**config.mk**
```make
export PLATFORM = sky130hd
export DESIGN_NAME = vdp_super_high_res_writer_flat
export DESIGN_NICKNAME = d
export VERILOG_FILES = /design/src/rtl/vdp_super_high_res_writer_if.sv /design/src/rtl/vdp_super_high_res_writer.sv /design/src/flat_wrapper.sv
export SDC_FILE = /design/constraint.sdc
export NUM_CORES = 1
export LEC_CHECK = 0
export ABC_AREA = 1
export CORE_AREA = 2 2 110 166
export DETAILED_ROUTE_END_ITERATION = 10
export DIE_AREA = 0 0 112 168
export DONT_BUFFER_PORTS = 1
export PLACE_DENSITY_LB_ADDON = 0.25
export RECOVER_POWER = 25
export SETUP_SLACK_MARGIN = 0.4
export SYNTH_ARGS = -nofsm -noshare
export SYNTH_HDL_FRONTEND = slang
export SYNTH_SLANG_ARGS = --single-unit
```
**constraint.sdc**
```tcl
create_clock -name clk -period 4.79 [get_ports clk]
set_input_delay 0.479 -clock clk [delete_from_list [all_inputs] [get_ports clk]]
set_output_delay 0.479 -clock clk [all_outputs]
set_load 0.005 [all_outputs]
```
**src/rtl/vdp_super_high_res_writer_if.sv**
```systemverilog
// Pixel-stream and VRAM write-port signals of the super high-res writer.
// master = the writer, slave = pixel source / VRAM arbiter.
interface vdp_super_high_res_writer_if;
  logic        pix_valid;
  logic        pix_ready;
  logic [23:0] pix_rgb;
  logic        vram_wr_req;
  logic [16:0] vram_wr_addr;
  logic [31:0] vram_wr_data;
  logic        vram_wr_ack;

  modport master (
    input  pix_valid, pix_rgb, vram_wr_ack,
    output pix_ready, vram_wr_req, vram_wr_addr, vram_wr_data
  );

  modport slave (
    output pix_valid, pix_rgb, vram_wr_ack,
    input  pix_ready, vram_wr_req, vram_wr_addr, vram_wr_data
  );
endinterface

```
**src/rtl/vdp_super_high_res_writer.sv**
```systemverilog
// Writes a 180xHEIGHT RGB frame into VRAM at stride 2 for the super high-res reader.
// SUPER_HIGH_RES_WRITER_FIFO_EN selects a 4-entry FIFO; otherwise a single holding register.
module vdp_super_high_res_writer (
  input  logic       clk,
  input  logic       reset,
  input  logic       super_high_res,
  input  logic       pal_mode,
  input  logic       set_xy,
  input  logic [7:0] set_x,
  input  logic [7:0] set_y,
  vdp_super_high_res_writer_if.master bus,
  output logic       busy,
  output logic       coord_err
);

  typedef struct packed {
    logic [16:0] addr;
    logic [23:0] rgb;
  } wr_ent_t;

  typedef enum logic {IDLE = 1'b0, REQ = 1'b1} state_t;

  state_t      state_q, state_d;
  logic [7:0]  x_q, x_d, y_q, y_d;
  logic [16:0] addr_q, addr_d;
  logic        coord_err_q, coord_err_d;
  logic [16:0] wr_addr_q, wr_addr_d;
  logic [23:0] wr_rgb_q, wr_rgb_d;

  logic [7:0]  height;
  logic [15:0] set_lin;
  logic        set_ok, load;
  logic        accept, push, pop;
  logic        has_entry, room;
  wr_ent_t     head, push_ent;

  assign height   = pal_mode ? 8'd144 : 8'd120;
  assign set_lin  = 16'(set_y) * 16'd180 + 16'(set_x);
  assign set_ok   = (set_x < 8'd180) && (set_y < height);
  assign load     = set_xy && super_high_res;

  assign pop      = super_high_res && (state_q == IDLE) && has_entry;
  assign bus.pix_ready = !reset && super_high_res && !set_xy && room;
  assign accept   = bus.pix_valid && bus.pix_ready;
  // After a bad set_xy pixels are still drained from the source, just not stored.
  assign push     = accept && !coord_err_q;
  assign push_ent = '{addr: addr_q, rgb: bus.pix_rgb};

`ifdef SUPER_HIGH_RES_WRITER_FIFO_EN
  wr_ent_t [3:0] fifo_q, fifo_d;
  logic [1:0]    wr_ptr_q, wr_ptr_d, rd_ptr_q, rd_ptr_d;
  logic [2:0]    count_q, count_d;

  assign has_entry = (count_q != 3'd0);
  // A full FIFO still takes a pixel in the cycle its head is popped.
  assign room      = (count_q != 3'd4) || pop;
  assign head      = fifo_q[rd_ptr_q];

  always_comb begin
    fifo_d   = fifo_q;
    wr_ptr_d = wr_ptr_q;
    rd_ptr_d = rd_ptr_q;
    count_d  = count_q;
    if (!super_high_res) begin
      wr_ptr_d = 2'd0;
      rd_ptr_d = 2'd0;
      count_d  = 3'd0;
    end else begin
      if (push) begin
        fifo_d[wr_ptr_q] = push_ent;
        wr_ptr_d         = wr_ptr_q + 2'd1;
      end
      if (pop) rd_ptr_d = rd_ptr_q + 2'd1;
      count_d = count_q + 3'(push) - 3'(pop);
    end
  end

  always_ff @(posedge clk) begin
    if (reset) begin
      fifo_q   <= '0;
      wr_ptr_q <= 2'd0;
      rd_ptr_q <= 2'd0;
      count_q  <= 3'd0;
    end else begin
      fifo_q   <= fifo_d;
      wr_ptr_q <= wr_ptr_d;
      rd_ptr_q <= rd_ptr_d;
      count_q  <= count_d;
    end
  end
`else
  wr_ent_t ent_q, ent_d;
  logic    ent_vld_q, ent_vld_d;

  assign has_entry = ent_vld_q;
  assign room      = !ent_vld_q && (state_q == IDLE);
  assign head      = ent_q;

  always_comb begin
    ent_d     = ent_q;
    ent_vld_d = ent_vld_q;
    if (!super_high_res) begin
      ent_vld_d = 1'b0;
    end else begin
      if (pop) ent_vld_d = 1'b0;
      if (push) begin
        ent_d     = push_ent;
        ent_vld_d = 1'b1;
      end
    end
  end

  always_ff @(posedge clk) begin
    if (reset) begin
      ent_q     <= '0;
      ent_vld_q <= 1'b0;
    end else begin
      ent_q     <= ent_d;
      ent_vld_q <= ent_vld_d;
    end
  end
`endif

  // Write pointer: raster order, wrapping to the frame origin after the last pixel.
  always_comb begin
    x_d         = x_q;
    y_d         = y_q;
    addr_d      = addr_q;
    coord_err_d = coord_err_q;
    if (load) begin
      if (set_ok) begin
        x_d         = set_x;
        y_d         = set_y;
        addr_d      = {set_lin, 1'b0};
        coord_err_d = 1'b0;
      end else begin
        x_d         = 8'd0;
        y_d         = 8'd0;
        addr_d      = 17'd0;
        coord_err_d = 1'b1;
      end
    end else if (accept) begin
      if (x_q == 8'd179) begin
        x_d = 8'd0;
        if (y_q >= height - 8'd1) begin
          y_d    = 8'd0;
          addr_d = 17'd0;
        end else begin
          y_d    = y_q + 8'd1;
          addr_d = addr_q + 17'd2;
        end
      end else begin
        x_d    = x_q + 8'd1;
        addr_d = addr_q + 17'd2;
      end
    end
  end

  always_comb begin
    state_d   = state_q;
    wr_addr_d = wr_addr_q;
    wr_rgb_d  = wr_rgb_q;
    case (state_q)
      IDLE: if (pop) begin
        state_d   = REQ;
        wr_addr_d = head.addr;
        wr_rgb_d  = head.rgb;
      end
      REQ:  if (bus.vram_wr_ack) state_d = IDLE;
      default: state_d = IDLE;
    endcase
  end

  always_ff @(posedge clk) begin
    if (reset) begin
      state_q     <= IDLE;
      x_q         <= 8'd0;
      y_q         <= 8'd0;
      addr_q      <= 17'd0;
      coord_err_q <= 1'b0;
      wr_addr_q   <= 17'd0;
      wr_rgb_q    <= 24'd0;
    end else begin
      state_q     <= state_d;
      x_q         <= x_d;
      y_q         <= y_d;
      addr_q      <= addr_d;
      coord_err_q <= coord_err_d;
      wr_addr_q   <= wr_addr_d;
      wr_rgb_q    <= wr_rgb_d;
    end
  end

  assign bus.vram_wr_req  = (state_q == REQ);
  assign bus.vram_wr_addr = wr_addr_q;
  assign bus.vram_wr_data = {8'h00, wr_rgb_q};
  assign busy             = has_entry || (state_q == REQ);
  assign coord_err        = coord_err_q;

endmodule

```
**src/flat_wrapper.sv**
```systemverilog
// flat-port wrapper written by rule: the top's interface ports become plain ports
module vdp_super_high_res_writer_flat 
  (clk, reset, super_high_res, pal_mode, set_xy, set_x, set_y, busy, coord_err, bus_pix_valid, bus_pix_rgb, bus_vram_wr_ack, bus_pix_ready, bus_vram_wr_req, bus_vram_wr_addr, bus_vram_wr_data);
  vdp_super_high_res_writer_if bus_i ();
  input  logic clk;
  input  logic reset;
  input  logic super_high_res;
  input  logic pal_mode;
  input  logic set_xy;
  input  logic [7:0] set_x;
  input  logic [7:0] set_y;
  output logic busy;
  output logic coord_err;
  input wire logic [$bits(bus_i.pix_valid)-1:0] bus_pix_valid;
  input wire logic [$bits(bus_i.pix_rgb)-1:0] bus_pix_rgb;
  input wire logic [$bits(bus_i.vram_wr_ack)-1:0] bus_vram_wr_ack;
  output wire logic [$bits(bus_i.pix_ready)-1:0] bus_pix_ready;
  output wire logic [$bits(bus_i.vram_wr_req)-1:0] bus_vram_wr_req;
  output wire logic [$bits(bus_i.vram_wr_addr)-1:0] bus_vram_wr_addr;
  output wire logic [$bits(bus_i.vram_wr_data)-1:0] bus_vram_wr_data;
  assign bus_i.pix_valid = bus_pix_valid;
  assign bus_i.pix_rgb = bus_pix_rgb;
  assign bus_i.vram_wr_ack = bus_vram_wr_ack;
  assign bus_pix_ready = bus_i.pix_ready;
  assign bus_vram_wr_req = bus_i.vram_wr_req;
  assign bus_vram_wr_addr = bus_i.vram_wr_addr;
  assign bus_vram_wr_data = bus_i.vram_wr_data;
  vdp_super_high_res_writer u_core (.clk(clk), .reset(reset), .super_high_res(super_high_res), .pal_mode(pal_mode), .set_xy(set_xy), .set_x(set_x), .set_y(set_y), .bus(bus_i), .busy(busy), .coord_err(coord_err));
endmodule
```
==> results of run 1 <==
[worst max-delay path by stage]
stage	from	endpoint	slack (ns)	depth (start not counted)
2_1_floorplan	set_y[2]	u_core.addr_q[11]$_SDFFE_PP0P_	1.27	19
3_3_place_gp	set_y[2]	u_core.addr_q[11]$_SDFFE_PP0P_	1.08	19
3_5_place_dp	set_y[2]	u_core.addr_q[11]$_SDFFE_PP0P_	1.01	19
4_1_cts	set_y[2]	u_core.addr_q[11]$_SDFFE_PP0P_	1.45	19
5_1_grt	set_y[2]	u_core.addr_q[15]$_SDFFE_PP0P_	1.17	18
6_report	set_y[2]	u_core.addr_q[11]$_SDFFE_PP0P_	1.45	19
[flip-flops by register name, indices dropped and copies added (netlist names)]
register,cells
u_core.coord_err,1
u_core.wr_rgb_q,24
u_core.y_q,8
u_core.x_q,8
u_core.bus.vram_wr_addr,16
u_core.bus.vram_wr_req,1
u_core.addr_q,16
u_core.ent_q,40
u_core.ent_vld_q,1
[power by group]
| part | total (mW) | internal (mW) | leakage, nW | switching (mW) |
|---|---|---|---|---|
| logic | 0.696 | 0.245 | 2.20 | 0.451 |
| registers | 1.02 | 0.988 | 0.934 | 0.0304 |
| clock network | 1.19 | 0.718 | 0.263 | 0.470 |
| total | 2.90 | 1.95 | 3.40 | 0.952 |
[layout make-up]
type                            count  area [sq um]  share of cell area [%]
Multi-Input combinational cell    693          3830                    51.2
Clock inverter                     14           131                    1.75
Clock buffer                       18           429                    5.73
Inverter                          126           478                    6.38
Sequential cell                   115          2300                    30.7
Tap cell                          217           272                    3.62
Timing Repair Buffer                6          45.0                   0.601
[cell usage in the layout, fill, tap and decap left out, types with 2 or more instances in the layout]
cell type                    instances
sky130_fd_sc_hd__o21a_1              2
sky130_fd_sc_hd__clkinv_4            5
sky130_fd_sc_hd__ha_1               43
sky130_fd_sc_hd__dfxtp_1           115
sky130_fd_sc_hd__a21o_1              2
sky130_fd_sc_hd__o211ai_2            4
sky130_fd_sc_hd__inv_1             119
sky130_fd_sc_hd__a21oi_1            67
sky130_fd_sc_hd__nor3_1             10
sky130_fd_sc_hd__nand2_4             2
sky130_fd_sc_hd__buf_4               6
sky130_fd_sc_hd__a31oi_1             8
sky130_fd_sc_hd__o211ai_1           10
sky130_fd_sc_hd__clkinv_2            2
sky130_fd_sc_hd__o21bai_1            9
sky130_fd_sc_hd__nor2_4              2
sky130_fd_sc_hd__o21ai_0            76
sky130_fd_sc_hd__conb_1              9
sky130_fd_sc_hd__nand2_2             3
sky130_fd_sc_hd__clkinvlp_4          4
sky130_fd_sc_hd__nand4_1            20
sky130_fd_sc_hd__nand2_1           175
sky130_fd_sc_hd__nor2_1            111
sky130_fd_sc_hd__inv_2               6
sky130_fd_sc_hd__inv_6               3
sky130_fd_sc_hd__clkbuf_16          17
sky130_fd_sc_hd__nand3_2             4
sky130_fd_sc_hd__xnor2_1             3
sky130_fd_sc_hd__nor2_2              2
sky130_fd_sc_hd__fa_1               10
sky130_fd_sc_hd__or2_2               2
sky130_fd_sc_hd__nand3_1           101
sky130_fd_sc_hd__xor2_1             12
[per-layer routing]
layer / part of all wire [%] / vias to the layer above
met5: 0 / -
met4: 0.73 / 0
met3: 5.1 / 9
met2: 50 / 131
met1: 44 / 2770
li1: - / 3162
[Yosys cell counts (2+ instances only)]
cell type,instances,share of area [%]
sky130_fd_sc_hd__nand2_1,175,9.6
sky130_fd_sc_hd__inv_1,119,6.5
sky130_fd_sc_hd__dfxtp_1,115,34
sky130_fd_sc_hd__nor2_1,112,6.1
sky130_fd_sc_hd__nand3_1,101,7.4
sky130_fd_sc_hd__o21ai_0,76,5.5
sky130_fd_sc_hd__a21oi_1,67,4.9
sky130_fd_sc_hd__ha_1,43,7.8
sky130_fd_sc_hd__clkbuf_1,23,1.3
sky130_fd_sc_hd__nand4_1,20,1.8
sky130_fd_sc_hd__buf_2,14,1.0
sky130_fd_sc_hd__buf_4,13,1.4
sky130_fd_sc_hd__xor2_1,12,1.5
sky130_fd_sc_hd__fa_1,10,2.9
sky130_fd_sc_hd__nor3_1,10,0.73
sky130_fd_sc_hd__o211ai_1,10,1.1
sky130_fd_sc_hd__o21bai_1,9,0.99
sky130_fd_sc_hd__a31oi_1,8,0.73
sky130_fd_sc_hd__inv_2,6,0.33
sky130_fd_sc_hd__nand3_2,4,0.58
sky130_fd_sc_hd__o211ai_2,4,0.73
sky130_fd_sc_hd__nand2_2,3,0.27
sky130_fd_sc_hd__xnor2_1,3,0.38
sky130_fd_sc_hd__a21o_1,2,0.22
sky130_fd_sc_hd__nand2_4,2,0.33
sky130_fd_sc_hd__nor2_4,2,0.33
sky130_fd_sc_hd__o21a_1,2,0.22
sky130_fd_sc_hd__or2_2,2,0.18
[cell families after synthesis]
kind of cell             Yosys count
buffers and inverters            178
other                              1
XOR/XNOR                          15
flip-flops                       115
AO/OA/AOI/OAI                    180
AND/OR/NAND/NOR                  436
adder cells (fa/ha/maj)           53
[per-stage QoR]
| step | hold WS (ns) | area (sq um) | std cells |
|---|---|---|---|
| finish | 0.139 | 7490 | 1189 |
| global route | 0.124 | 7490 | 1189 |
| CTS | 0.122 | 7490 | 1189 |
| detailed placement | 0.466 | 6930 | 1157 |
| global placement | 0.461 | 6930 | 1157 |
| floorplan | 0.454 | 6890 | 986 |
==> metrics.log, run 1 <==
[metrics] Hold Crit Endpoint: u_core.wr_rgb_q[16]$_SDFFE_PP0P_
[metrics] category of the critical setup timing path: input port to register
[metrics] Max-Cap Viols: 0
[metrics] antenna violations before repair: 0
[metrics] number of enable-type register cells in the synthesized netlist: 0
[metrics] startpoint of the lowest-slack register-to-register path: u_core.bus.vram_wr_req$_SDFF_PP0_
[metrics] clock-pin slew reported for the worst setup and hold paths after clock tree synthesis: 0.06 ns
[metrics] total count of hold-check failures in the final report: 0
[metrics] dominant combinational cell family by area after synthesis: simple AND/OR/NAND/NOR gates
[metrics] Slew Limit Headroom: 54.3%
[metrics] worst min-delay path startpoint: reset
[metrics] remaining global-route overflow: 0
[metrics] share of the clock period used by the worst path after layout: 69.7%
[metrics] Total Nets Final: approximately 1100
[metrics] YS warnings: 0
[metrics] GR Util met1: 21.3%
[metrics] leakage dissipation: 3.40 nW
[metrics] maximum number of buffers from clock root to sink: 2
[metrics] Primary FF master, synth: sky130_fd_sc_hd__dfxtp_1
[metrics] num rows: 60
[metrics] number of iterations in the first detailed-routing pass: 5
[metrics] Inserted Diodes: 0
[metrics] global routing met2 resource utilization: 32.4%
[metrics] final worst setup slack: 1.45 ns
[metrics] Cells on Worst Hold Path: 1
[metrics] WL per Instance: 14.2 um
[metrics] final WL: 16900 um
[metrics] Ports: 100
[metrics] Starting DRT DRC Count: between 400 and 500
[metrics] number of distinct standard cells referenced by the synthesized netlist: 39
[metrics] Slew Viols, Final: 0
[metrics] xor-xnor portion of the synthesized cell area: 1.92%
[metrics] number of H-tree levels: 4
[metrics] Hold/Removal Path Class: input port to register
[metrics] routing layer with the top usage in global route: met2
[metrics] outcome: finished, final reports clean
[metrics] core area: 0.0176 sq mm
[metrics] Placer Congestion: ~0.84
[metrics] post-synthesis compound-gate area fraction: 14.7%
[metrics] Clk Latency, worst-skew pair: 0.41 ns
[metrics] Data arrival, critical path: 3.65 ns
[metrics] clock tree from TritonCTS: yes
[metrics] worst vdd ir: 244 uV
[metrics] Post-route DRC: 0
[metrics] Top delay family on crit path: adder cells
[metrics] Fin Clk Skew: 0.00977 ns
[metrics] Fin Setup TNS: 0 ns
[metrics] time the worst path needs with I/O delays and setup: between 3 and 4 ns
[metrics] number of synthesized register bits: 115
[metrics] total via count after detailed routing: 6072
[metrics] simple-gate share of the synthesized area: 28.1%
[metrics] count of endpoints failing setup in the final report: 0
[metrics] Tightest Pin Transition: 0.686 ns
[metrics] global routing met3 resource utilization: between 4 and 5%
[metrics] worst setup slack after placement: 1.01 ns
[metrics] post-cts sizing count: 0
[metrics] die boundary height: approximately 170 um
[metrics] buffers plus inverters on the worst setup path: 4
[metrics] Critical Path RT: 5.10 ns
[metrics] layout cell share with drive strength beyond 1: 6.79%
[metrics] share of cell area taken by muxes after synthesis: 0%
[metrics] post-DP HPWL: 12000 um
[metrics] Synth Area in Adders: 10.8%
[metrics] Critical Path Slowest Stage Cell: sky130_fd_sc_hd__fa_1
[metrics] total CTS buffers: 17
[metrics] wire length of the first global-routing pass: ~28000 um
[metrics] overall power after layout: 2.90 mW
[metrics] floorplan die area: about 0.019 sq mm
[metrics] Fillers: 1866
[metrics] highest fanout seen on the critical path: 5
[metrics] setup fix buffers added after clock tree synthesis: 0
[metrics] average via count per standard cell: roughly 5.1
[metrics] core utilization of the finished layout: 42.6%
[metrics] overall track demand over capacity in global routing: 18.0%
[metrics] CTS root buffer: sky130_fd_sc_hd__clkbuf_16
[metrics] count of antenna-violating nets left after detailed routing: 0
[metrics] FF-to-FF setup slack: 2.60 ns
[metrics] largest net degree at the start of global routing: 72
[metrics] average size of a mapped cell: 7.01 sq um
[metrics] total power density per cell area: between 300 and 400 mW/mm^2
[metrics] number of global-route vias before repair: 5724
[metrics] synthesized area: 0.00686 sq mm
[metrics] RSZ-0062 raised after global routing: no
[metrics] peak clock frequency supported by timing: 299 MHz
[metrics] cell depth of the worst flop-to-flop path: 8
[metrics] element type at the critical path end: register
[metrics] CP Launch Type: input port
[metrics] share of async-settable or async-resettable flops after synthesis: 0%
[metrics] area grow syn2layout: 9.29%
[metrics] cells after synthesis: 978
[metrics] die outline width: 112 um
[metrics] endpoint of the lowest-slack register-to-register path: u_core.ent_q[17]$_SDFFE_PP0P_
[metrics] cell-by-cell listing of the critical path: ha_1, ha_1, inv_1, fa_1, inv_1, ha_1, fa_1, ha_1, nand2_1, inv_1, nand4_1, nand3_1, nand2_1, nor2_1, nor2_1, o21ai_0, nand3_1, nand2_1, inv_1
[metrics] number of buffers added on ports: 0
[metrics] proportion of synthesized chip area in sequential cells: 33.6%
[metrics] total number of clock tree sinks: 115
[metrics] hold-fix buffer count after cts: 0
[metrics] effective utilization at floorplan: 39.0%
[metrics] largest stage delay on the critical path: 0.49 ns
Note: power is estimated with default switching activity, not from simulation.
==> run 2: changes to the inputs <==
- clock period: 4.79 -> 3.33 ns (I/O delays scaled with it)
==> metrics.log, run 2 (synthesis results as in run 1) <==
[metrics] Sw Share: 34.0%
[metrics] layout cell share with drive strength beyond 1: 11.9%
[metrics] total CTS buffers: 17
[metrics] fraction of power consumed by combinational cells: 29.6%
[metrics] Critical Path RT: 3.63 ns
[metrics] count of antenna-violating nets left after detailed routing: 0
[metrics] final worst setup slack: 0.435 ns
[metrics] wire length of the first global-routing pass: 29600 um
[metrics] overall track demand over capacity in global routing: 19.1%
[metrics] effective utilization at floorplan: 39.0%
[metrics] endpoint of the lowest-slack register-to-register path: u_core.addr_q[5]$_SDFFE_PP0P_
[metrics] worst vdd ir: 394 uV
[metrics] most frequent standard cell in the layout excluding fill and tap cells: sky130_fd_sc_hd__nand2_1
[metrics] number of iterations in the first detailed-routing pass: 4
[metrics] Fin Setup TNS: 0 ns
[metrics] cell depth of the worst flop-to-flop path: 9
[metrics] largest reg by FF count: u_core.ent_q
[metrics] final WL: 17900 um
[metrics] cell-by-cell listing of the critical path: ha_4, ha_4, inv_2, fa_1, inv_2, ha_4, fa_2, ha_4, nand2_2, inv_2, nand4_1, nand3_1, nand2_2, buf_6, nand3_2, nand2_1, o21bai_1, inv_1
[metrics] Slew Viols, Final: 0
[metrics] startpoint of the lowest-slack register-to-register path: u_core.y_q[5]$_SDFFE_PP0P_
[metrics] Tightest Pin Transition: 0.707 ns
[metrics] category of the critical setup timing path: input port to register
[metrics] outcome: finished, final reports clean
[metrics] number of global-route vias before repair: 6042
[metrics] Fillers: 1862
[metrics] Critical Path Slowest Stage Cell: sky130_fd_sc_hd__fa_1
[metrics] largest net degree at the start of global routing: 72
[metrics] area grow syn2layout: 14.1%
[metrics] Top delay family on crit path: adder cells
[metrics] Inserted Diodes: 0
[metrics] Ports: 100
[metrics] largest registers in the final layout: u_core.ent_q (40), u_core.wr_rgb_q (24)
[metrics] Largest register FFs: 40
[metrics] worst setup slack after placement: -0.104 ns
[metrics] Post-Route Hold Slack: 0.0611 ns
[metrics] core area: roughly 0.018 sq mm
[metrics] library cell appearing most often on the critical path: sky130_fd_sc_hd__ha_4
[metrics] clock tree from TritonCTS: yes
[metrics] element type at the critical path end: register
[metrics] CTS root buffer: sky130_fd_sc_hd__clkbuf_16
[metrics] Cells on Worst Hold Path: 2
[metrics] Stages on worst setup path: 18
[metrics] Data arrival, critical path: around 3.2 ns
[metrics] commonest non-fill, non-tap cells in the layout: 168 x sky130_fd_sc_hd__nand2_1, 116 x sky130_fd_sc_hd__inv_1, 115 x sky130_fd_sc_hd__dfxtp_1
[metrics] overall power after layout: around 4.6 mW
[metrics] time the worst path needs with I/O delays and setup: 2.90 ns
[metrics] WL per Instance: 14.9 um
[metrics] worst min-delay path startpoint: bus_pix_rgb[14]
[metrics] post-DP HPWL: 12900 um
[metrics] CP Launch Type: input port
[metrics] maximum number of buffers from clock root to sink: 2
[metrics] clock-pin slew reported for the worst setup and hold paths after clock tree synthesis: 0.06 ns
[metrics] count of endpoints failing setup in the final report: 0
[metrics] remaining global-route overflow: 0
[metrics] Total Nets Final: between 1000 and 1500
[metrics] part of the power in registers: 32.2%
[metrics] average via count per standard cell: 5.12
[metrics] Clk Latency, worst-skew pair: 0.41 ns
[metrics] number of H-tree levels: 4
[metrics] floorplan die area: 0.0188 sq mm
[metrics] die outline width: 112 um
[metrics] Hold Crit Endpoint: u_core.ent_q[14]$_SDFFE_PP0P_
[metrics] Slew Limit Headroom: 52.9%
[metrics] Fin Clk Skew: 0.0175 ns
[metrics] die boundary height: 168 um
[metrics] Placer Congestion: 0.885
[metrics] RSZ-0062 raised after global routing: yes
[metrics] Max-Cap Viols: 0
[metrics] largest stage delay on the critical path: between 0.4 and 0.5 ns
[metrics] Starting DRT DRC Count: 320
[metrics] antenna violations before repair: 0
[metrics] total power density per cell area: 583 mW/mm^2
[metrics] buffers plus inverters on the worst setup path: 5
[metrics] peak clock frequency supported by timing: 345 MHz
[metrics] number of buffers added on ports: 0
[metrics] DP Area: between 0.007 and 0.008 sq mm
[metrics] net switching power of the design: 1.55 mW
[metrics] share of total power in the clock network: 38.2%
[metrics] FF-to-FF setup slack: between 1 and 1.5 ns
[metrics] highest fanout seen on the critical path: 4
[metrics] num rows: 60
[metrics] share of the clock period used by the worst path after layout: a little under 90%
[metrics] total via count after detailed routing: just over 6000
[metrics] internal power: 3.01 mW
[metrics] Post-route DRC: 0
[metrics] total count of hold-check failures in the final report: 0
[metrics] Hold/Removal Path Class: input port to register
[metrics] total non-filler cell area in the finished layout: 0.00782 sq mm
[metrics] leakage dissipation: 3.50 nW
[metrics] total number of clock tree sinks: 115
[run 2: power by group through the flow]
stage          combinational [mW]  sequential, mW  clock (mW)
2_1_floorplan               0.872            1.48           0
3_3_place_gp                 1.16            1.49           0
3_5_place_dp                 1.16            1.49           0
4_1_cts                      1.22            1.46        1.78
5_1_grt                      1.52            1.47        1.85
6_report                     1.35            1.47        1.74
[run 2: worst max path at each step]
| stage | from | endpoint | slack, ns |
|---|---|---|---|
| after floorplan | set_y[4] | u_core.addr_q[11]$_SDFFE_PP0P_ | 0.12 |
| after global placement | set_y[4] | u_core.addr_q[16]$_SDFFE_PP0P_ | -0.05 |
| after detailed placement | set_y[1] | u_core.addr_q[16]$_SDFFE_PP0P_ | -0.10 |
| after CTS | set_y[0] | u_core.addr_q[9]$_SDFFE_PP0P_ | 0.40 |
| after global routing | set_y[4] | u_core.addr_q[11]$_SDFFE_PP0P_ | 0.26 |
| final | set_y[4] | u_core.addr_q[9]$_SDFFE_PP0P_ | 0.43 |
[run 2: per-stage QoR]
step,util (%),cells
2_1_floorplan,-,986
3_3_place_gp,40.3,1168
3_5_place_dp,40.3,1168
4_1_cts,43.9,1201
5_1_grt,44.5,1204
6_report,44.5,1204
[run 2: layout make-up]
| class | count | area, sq um | share of cell area [%] |
|---|---|---|---|
| multi-input cells | 693 | 4030 | 51.5 |
| flip-flops and latches | 115 | 2300 | 29.4 |
| inverters | 126 | 478 | 6.11 |
| clock buffers | 18 | 439 | 5.61 |
| well taps | 217 | 272 | 3.47 |
| repair buffers | 21 | 178 | 2.27 |
| clock inverters | 14 | 129 | 1.65 |
[run 2: timing repair]
action                     CTS  global route
pin swaps                    1            17
hold buffers                 1             0
resized for setup            6            27
setup endpoints to repair    4             8
buffers inserted             0             3
hold endpoints to repair    41             0
[run 2: routing by layer]
| layer | part of all wire (%) | vias to the layer above | global-route usage, % |
|---|---|---|---|
| li1 | - | 3189 | - |
| met1 | 42 | 2831 | 21.8 |
| met2 | 51 | 119 | 33.8 |
| met3 | 4.6 | 22 | 4.86 |
| met4 | 2.2 | 0 | 7.74 |
| met5 | 0 | - | 0 |
[run 2: worst reg2reg max path, cell delays in order (launching register included)]
cell and delay, ns:
sky130_fd_sc_hd__dfxtp_1 0.41, sky130_fd_sc_hd__ha_1 0.27, sky130_fd_sc_hd__a21oi_1 0.16, sky130_fd_sc_hd__o21a_1 0.12, sky130_fd_sc_hd__nand2_1 0.12, sky130_fd_sc_hd__nand2_1 0.33, sky130_fd_sc_hd__nand2_1 0.26, sky130_fd_sc_hd__o211ai_1 0.23
sky130_fd_sc_hd__nand3_1 0.09, sky130_fd_sc_hd__inv_1 0.07
